<file path="config.mk">
export PLATFORM = sky130hd
export DESIGN_NAME = elevator_car_sim_flat
export DESIGN_NICKNAME = d
export VERILOG_FILES = /design/src/rtl/elevator_car_sim_pkg.sv /design/src/rtl/elevator_car_sim_if.sv /design/src/rtl/elevator_car_sim_tick_gen.sv /design/src/rtl/elevator_car_sim.sv /design/src/flat_wrapper.sv
export SDC_FILE = /design/constraint.sdc
export NUM_CORES = 1
export LEC_CHECK = 0
export CELL_PAD_IN_SITES_DETAIL_PLACEMENT = 0
export CELL_PAD_IN_SITES_GLOBAL_PLACEMENT = 1
export CORE_UTILIZATION = 32
export CTS_BUF_LIST = sky130_fd_sc_hd__clkbuf_2 sky130_fd_sc_hd__clkbuf_4 sky130_fd_sc_hd__clkbuf_8
export DETAILED_ROUTE_END_ITERATION = 16
export PLACE_DENSITY_LB_ADDON = 0.1
export SYNTH_ARGS = -nofsm -noshare
export SYNTH_HDL_FRONTEND = slang
export SYNTH_SLANG_ARGS = --single-unit
</file>
<file path="constraint.sdc">
create_clock -name clk -period 5.6 [get_ports clk]
set_clock_uncertainty 0.05 [all_clocks]
set_input_delay 1.12 -clock clk [delete_from_list [all_inputs] [get_ports clk]]
set_output_delay 1.12 -clock clk [all_outputs]
set_load 0.02 [all_outputs]
</file>
<file path="src/rtl/elevator_car_sim_pkg.sv">
// Shared definitions for the elevator car model and its controller:
// the motor command encoding and the floor index type.
package elevator_pkg;

  localparam int unsigned NUM_FLOORS = 3;
  localparam int unsigned FLOOR_W    = 2;

  typedef logic [FLOOR_W-1:0] floor_t;

  typedef enum logic [1:0] {
    CMD_STOP = 2'b00,
    CMD_UP   = 2'b01,
    CMD_DOWN = 2'b10,
    CMD_BAD  = 2'b11
  } move_cmd_e;

endpackage

</file>
<file path="src/rtl/elevator_car_sim_if.sv">
// Motor-command / floor-switch link between the elevator controller (master)
// and the car/shaft model (slave).
interface elevator_car_sim_if;

  logic [1:0]            move_cmd;
  logic                  switch1;
  logic                  switch2;
  logic                  switch3;
  elevator_pkg::floor_t  car_floor;
  logic                  moving;
  logic                  arrive;
  logic                  fault;

  modport master (
    output move_cmd,
    input  switch1, switch2, switch3, car_floor, moving, arrive, fault
  );

  modport slave (
    input  move_cmd,
    output switch1, switch2, switch3, car_floor, moving, arrive, fault
  );

endinterface

</file>
<file path="src/rtl/elevator_car_sim_tick_gen.sv">
// Free-running prescaler: step_c is high for one cycle out of every PRESCALE.
module tick_gen #(
  parameter int unsigned PRESCALE = 4
) (
  input  logic clk,
  input  logic reset,
  output logic step_c
);

  localparam int unsigned CNT_W = (PRESCALE > 1) ? $clog2(PRESCALE) : 1;
  localparam logic [CNT_W-1:0] LAST = CNT_W'(PRESCALE - 1);

  logic [CNT_W-1:0] cnt;

  always_ff @(posedge clk) begin
    if (reset) begin
      cnt <= '0;
    end else if (cnt == LAST) begin
      cnt <= '0;
    end else begin
      cnt <= cnt + CNT_W'(1);
    end
  end

  assign step_c = (cnt == LAST);

endmodule

</file>
<file path="src/rtl/elevator_car_sim.sv">
// Elevator car and shaft model: integrates up/down commands into a floor/sub-step
// position, drives the floor alignment switches and latches overtravel faults.
module elevator_car_sim
  import elevator_pkg::*;
#(
  parameter int unsigned TICKS_PER_FLOOR = 8,
  parameter int unsigned PRESCALE        = 4
) (
  input  logic               clk,
  input  logic               reset,
  elevator_car_sim_if.slave  bus
);

  localparam int unsigned SUB_W = $clog2(TICKS_PER_FLOOR);
  localparam logic [SUB_W-1:0] SUB_LAST  = SUB_W'(TICKS_PER_FLOOR - 1);
  localparam logic [SUB_W-1:0] SUB_ONE   = SUB_W'(1);
  localparam floor_t           TOP_FLOOR = FLOOR_W'(NUM_FLOORS - 1);

  logic step_c;

  tick_gen #(.PRESCALE(PRESCALE)) u_tick_gen (
    .clk    (clk),
    .reset  (reset),
    .step_c (step_c)
  );

  move_cmd_e cmd;
  assign cmd = move_cmd_e'(bus.move_cmd);

  floor_t                 floor_q,  floor_d;
  logic [SUB_W-1:0]       sub_q,    sub_d;
  logic                   fault_q,  fault_d;
  logic                   moving_q, moving_d;
  logic                   arrive_q, arrive_d;
  logic [NUM_FLOORS-1:0]  sw_q,     sw_d;

  always_ff @(posedge clk) begin
    if (reset) begin
      floor_q  <= '0;
      sub_q    <= '0;
      fault_q  <= 1'b0;
      moving_q <= 1'b0;
      arrive_q <= 1'b0;
      sw_q     <= NUM_FLOORS'(1);
    end else begin
      floor_q  <= floor_d;
      sub_q    <= sub_d;
      fault_q  <= fault_d;
      moving_q <= moving_d;
      arrive_q <= arrive_d;
      sw_q     <= sw_d;
    end
  end

  // Position update on each step strobe; a latched fault freezes the car.
  always_comb begin
    floor_d  = floor_q;
    sub_d    = sub_q;
    fault_d  = fault_q;
    moving_d = moving_q;
    arrive_d = 1'b0;
    if (step_c) begin
      moving_d = 1'b0;
      if (!fault_q) begin
        case (cmd)
          CMD_UP: begin
            if (floor_q == TOP_FLOOR && sub_q == '0) begin
              fault_d = 1'b1;
            end else if (sub_q == SUB_LAST) begin
              sub_d    = '0;
              floor_d  = floor_q + FLOOR_W'(1);
              moving_d = 1'b1;
              arrive_d = 1'b1;
            end else begin
              sub_d    = sub_q + SUB_ONE;
              moving_d = 1'b1;
            end
          end
          CMD_DOWN: begin
            if (floor_q == '0 && sub_q == '0) begin
              fault_d = 1'b1;
            end else if (sub_q == '0) begin
              floor_d  = floor_q - FLOOR_W'(1);
              sub_d    = SUB_LAST;
              moving_d = 1'b1;
            end else begin
              sub_d    = sub_q - SUB_ONE;
              moving_d = 1'b1;
              arrive_d = (sub_q == SUB_ONE);
            end
          end
          default: ;
        endcase
      end
    end
  end

  // Switches are registered from the next position so they track it exactly.
  always_comb begin
    sw_d = '0;
    for (int unsigned i = 0; i < NUM_FLOORS; i++) begin
      sw_d[i] = (floor_d == FLOOR_W'(i)) && (sub_d == '0);
    end
  end

  assign bus.switch1   = sw_q[0];
  assign bus.switch2   = sw_q[1];
  assign bus.switch3   = sw_q[2];
  assign bus.car_floor = floor_q;
  assign bus.moving    = moving_q;
  assign bus.arrive    = arrive_q;
  assign bus.fault     = fault_q;

endmodule

</file>
<file path="src/flat_wrapper.sv">
// flat-port wrapper written by rule: the top's interface ports become plain ports
module elevator_car_sim_flat import elevator_pkg::*;
#(
  parameter int unsigned TICKS_PER_FLOOR = 8,
  parameter int unsigned PRESCALE        = 4
)
  (clk, reset, bus_move_cmd, bus_switch1, bus_switch2, bus_switch3, bus_car_floor, bus_moving, bus_arrive, bus_fault);
  elevator_car_sim_if bus_i ();
  input  logic clk;
  input  logic reset;
  input wire logic [$bits(bus_i.move_cmd)-1:0] bus_move_cmd;
  output wire logic [$bits(bus_i.switch1)-1:0] bus_switch1;
  output wire logic [$bits(bus_i.switch2)-1:0] bus_switch2;
  output wire logic [$bits(bus_i.switch3)-1:0] bus_switch3;
  output wire logic [$bits(bus_i.car_floor)-1:0] bus_car_floor;
  output wire logic [$bits(bus_i.moving)-1:0] bus_moving;
  output wire logic [$bits(bus_i.arrive)-1:0] bus_arrive;
  output wire logic [$bits(bus_i.fault)-1:0] bus_fault;
  assign bus_i.move_cmd = bus_move_cmd;
  assign bus_switch1 = bus_i.switch1;
  assign bus_switch2 = bus_i.switch2;
  assign bus_switch3 = bus_i.switch3;
  assign bus_car_floor = bus_i.car_floor;
  assign bus_moving = bus_i.moving;
  assign bus_arrive = bus_i.arrive;
  assign bus_fault = bus_i.fault;
  elevator_car_sim #(.TICKS_PER_FLOOR(TICKS_PER_FLOOR), .PRESCALE(PRESCALE)) u_core (.clk(clk), .reset(reset), .bus(bus_i));
endmodule
</file>
==> flow_metrics.tcl <==
set metrics [dict create \
    ctsHoldBuffers 0 \
    power_frac_comb_pct 13.5 \
    fin_setup_tns_ns 0 \
    crit_path_max_fanout 7 \
    netlist_area_um2 811 \
    fp.dieH_um 52.3 \
    synth-main-ff-cell "dfxtp_1" \
    core_area_um2 2300 \
    finalSetupViolCount 0 \
    grt_antenna_before_repair 0 \
    synthTopCellsByCount "13 x dfxtp_1, 12 x inv_1, 10 x ha_1, 9 x nor2_1, 4 x a21oi_1" \
    synth_top_area_share_pct 32.1 \
    synth_top_area_cell "dfxtp_1" \
    cts_max_level 1 \
    worstPathRequired_ns 5.73 \
    cts.path.max_buffers 2 \
    die_area_um2 2740 \
    max_slew_margin_pct 68.3 \
    port_buffers 11 \
    vias_per_cell 5.13 \
    vias 672 \
    ys_seq_area_share_pct 32.1 \
    clkSlewWorstSetupHoldPaths_ns 0.08 \
    numCtsBuffers 3 \
    yosysUniqueCellTypes 34 \
    p_leak_uw 0.000405 \
    synth-seq-cells 13 \
    num_rows 17 \
    dp_hpwl_um 1190 \
    p_switching_uw 44.2 \
    rsz0062_at_grt "false" \
    synth_edf_count 0 \
    maxSlewViolCount 0 \
    area_growth_pct 20.1 \
    hold_violations 0 \
    drtAntennaViolNets 0 \
    async_flop_share_pct 0 \
    grt_pass1_wl_um 2600 \
    chipWidth_um 52.3 \
    finalNetCount 118 \
    cts_resized 0 \
    endpoint_kind "register" \
    total_power_uw 183 \
    maxCapViolCount 0 \
    drt_first_pass_iters 5 \
    diodes 0 \
    period_needed_ns 3.17 \
    yosys_warnings 0 \
    p_per_area_nw_per_um2 188 \
    clk_root_buffer_cell "clkbuf_4" \
    syn-num-nets 105 \
    ys_top_cells_by_area "dfxtp_1 32%, ha_1 15%, inv_1 5.6%" \
    grt.total_usage_pct 12.9 \
    gp_congestion 0.788 \
    start_util_pct 35.3 \
    status "finished clean" \
    top_usage_layer "met2" \
    drive_above_1_share_pct 9.71 \
    p_int_uw 139 \
    hp-class "reg -> reg" \
    worst_hold_slack_ns 0.379 \
    critical_path_class "in -> reg" \
    sequentialPowerShare_pct 53.0 \
    io_pins 12 \
    drt_iter0_markers 23 \
    tritoncts "done" \
    vdd_drop_max_mv 0.128 \
    wl_um 1590 \
    synthCells 91 \
    grtUsageMet2_pct 18.4 \
    power.share.clock_pct 33.6 \
    avgRoutedWirePerCell_um 12.1 \
    switching_share_pct 24.1 \
    synth.most_common_cell "dfxtp_1" \
    period_share_pct 56.5 \
    clock.fmax_mhz 316 \
    fin_util_pct 42.4 \
    grt_max_degree 14 \
    crit_path_start_kind "input pin" \
    worstPathArrival_ns 3.30 \
    tightest_slew_ns 0.474 \
    clk_latency_ns 0.27 \
    first_global_vias 637 \
    grtUsageMet3_pct 3.19 \
    clock_sink_count 13 \
    drc 0 \
    postCtsSetupBuffers 0 \
    avgSynthCellArea_um2 8.91 \
    grt_overflow 0 \
    gr-usage-met1_pct 17.0 \
]
-- path summary, 6_finish.rpt --
| kind | from | endpoint | slack, ns | depth (start not counted) |
|---|---|---|---|---|
| worst max-delay path | bus_move_cmd[0] | u_core.sw_q[1]$_SDFF_PP0_ | 2.43 | 8 |
| worst min-delay path | u_core.u_tick_gen.cnt[0]$_SDFF_PP0_ | u_core.u_tick_gen.cnt[0]$_SDFF_PP0_ | 0.38 | 1 |
| worst max register to register | u_core.sub_q[0]$_SDFF_PP0_ | u_core.sw_q[1]$_SDFF_PP0_ | 3.41 | 7 |
| worst min register to register | u_core.u_tick_gen.cnt[0]$_SDFF_PP0_ | u_core.u_tick_gen.cnt[0]$_SDFF_PP0_ | 0.38 | 1 |
-- per-layer routing --
metal / share of wire, % / wire, µm / up-vias
li1: - / - / 349
met1: 52 / 831 / 300
met2: 41 / 652 / 18
met3: 4.5 / 72 / 5
met4: 2.0 / 31 / 0
met5: 0 / 0 / -
-- stage by stage --
step | cells | setup slack, ns | instance area [µm²]
after global placement | 127 | 2.22 | 943
after global routing | 131 | 2.31 | 973
final | 131 | 2.43 | 973
after CTS | 131 | 2.43 | 973
after detailed placement | 127 | 2.15 | 943
after floorplan | 91 | 2.83 | 811
-- sequential cells by signal, indices dropped and copies added, names as in the netlist --
register and count:
u_core.u_tick_gen.cnt 2, u_core.sw_q 3, u_core.bus.car_floor 2, u_core.sub_q 3, u_core.bus.arrive 1, u_core.bus.moving 1
u_core.bus.fault 1
-- worst max-delay path, cell delays in order --
cell             delay [ns]
clkdlybuf4s50_1        0.48
inv_1                  0.05
ha_1                   0.32
or3b_1                 0.47
a31o_1                 0.23
o22ai_1                0.20
nand3_1                0.17
nor4b_2                0.25
-- cell families after synthesis --
group                      after synthesis  synth area share [%]
and+or+nand+nor                         30                  23.1
AOI/OAI and AO/OA                       23                  22.2
buffers and inverters                   15                  7.10
DFF                                     13                  32.1
adders and majority gates               10                  15.4
-- power groups by stage --
stage | clock network [µW] | logic (µW) | registers (µW)
after floorplan | 0 | 16.5 | 99.7
after global placement | 0 | 24.3 | 99.2
after detailed placement | 0 | 24.4 | 99.2
after CTS | 63.0 | 24.7 | 97.0
after global routing | 68.6 | 27.4 | 97.5
final | 61.4 | 24.6 | 97.0
-- cell usage in the layout (no fill, tap or decap), drive strengths merged --
| cell type | count |
|---|---|
| a211o | 1 |
| a21o | 1 |
| a21oi | 5 |
| a221oi | 1 |
| a22oi | 3 |
| a31o | 2 |
| a31oi | 3 |
| a32o | 1 |
| a32oi | 1 |
| and2 | 1 |
| and3 | 1 |
| clkbuf | 4 |
| clkdlybuf4s50 | 11 |
| dfxtp | 13 |
| ha | 10 |
| inv | 12 |
| nand2 | 2 |
| nand2b | 1 |
| nand3 | 2 |
| nand3b | 3 |
| nor2 | 9 |
| nor2b | 2 |
| nor3 | 3 |
| nor3b | 2 |
| nor4b | 3 |
| o22a | 1 |
| o22ai | 3 |
| o31ai | 1 |
| or3b | 1 |
-- area by class of cell --
| type | count | area [µm²] |
|---|---|---|
| multi-input cells | 63 | 493 |
| inverters | 12 | 45.0 |
| fillers | 232 | 1320 |
| flip-flops and latches | 13 | 260 |
| well taps | 28 | 35.0 |
| clock buffers | 4 | 30.0 |
| repair buffers | 11 | 110 |
No activity file was read; power rests on OpenSTA's default activity.
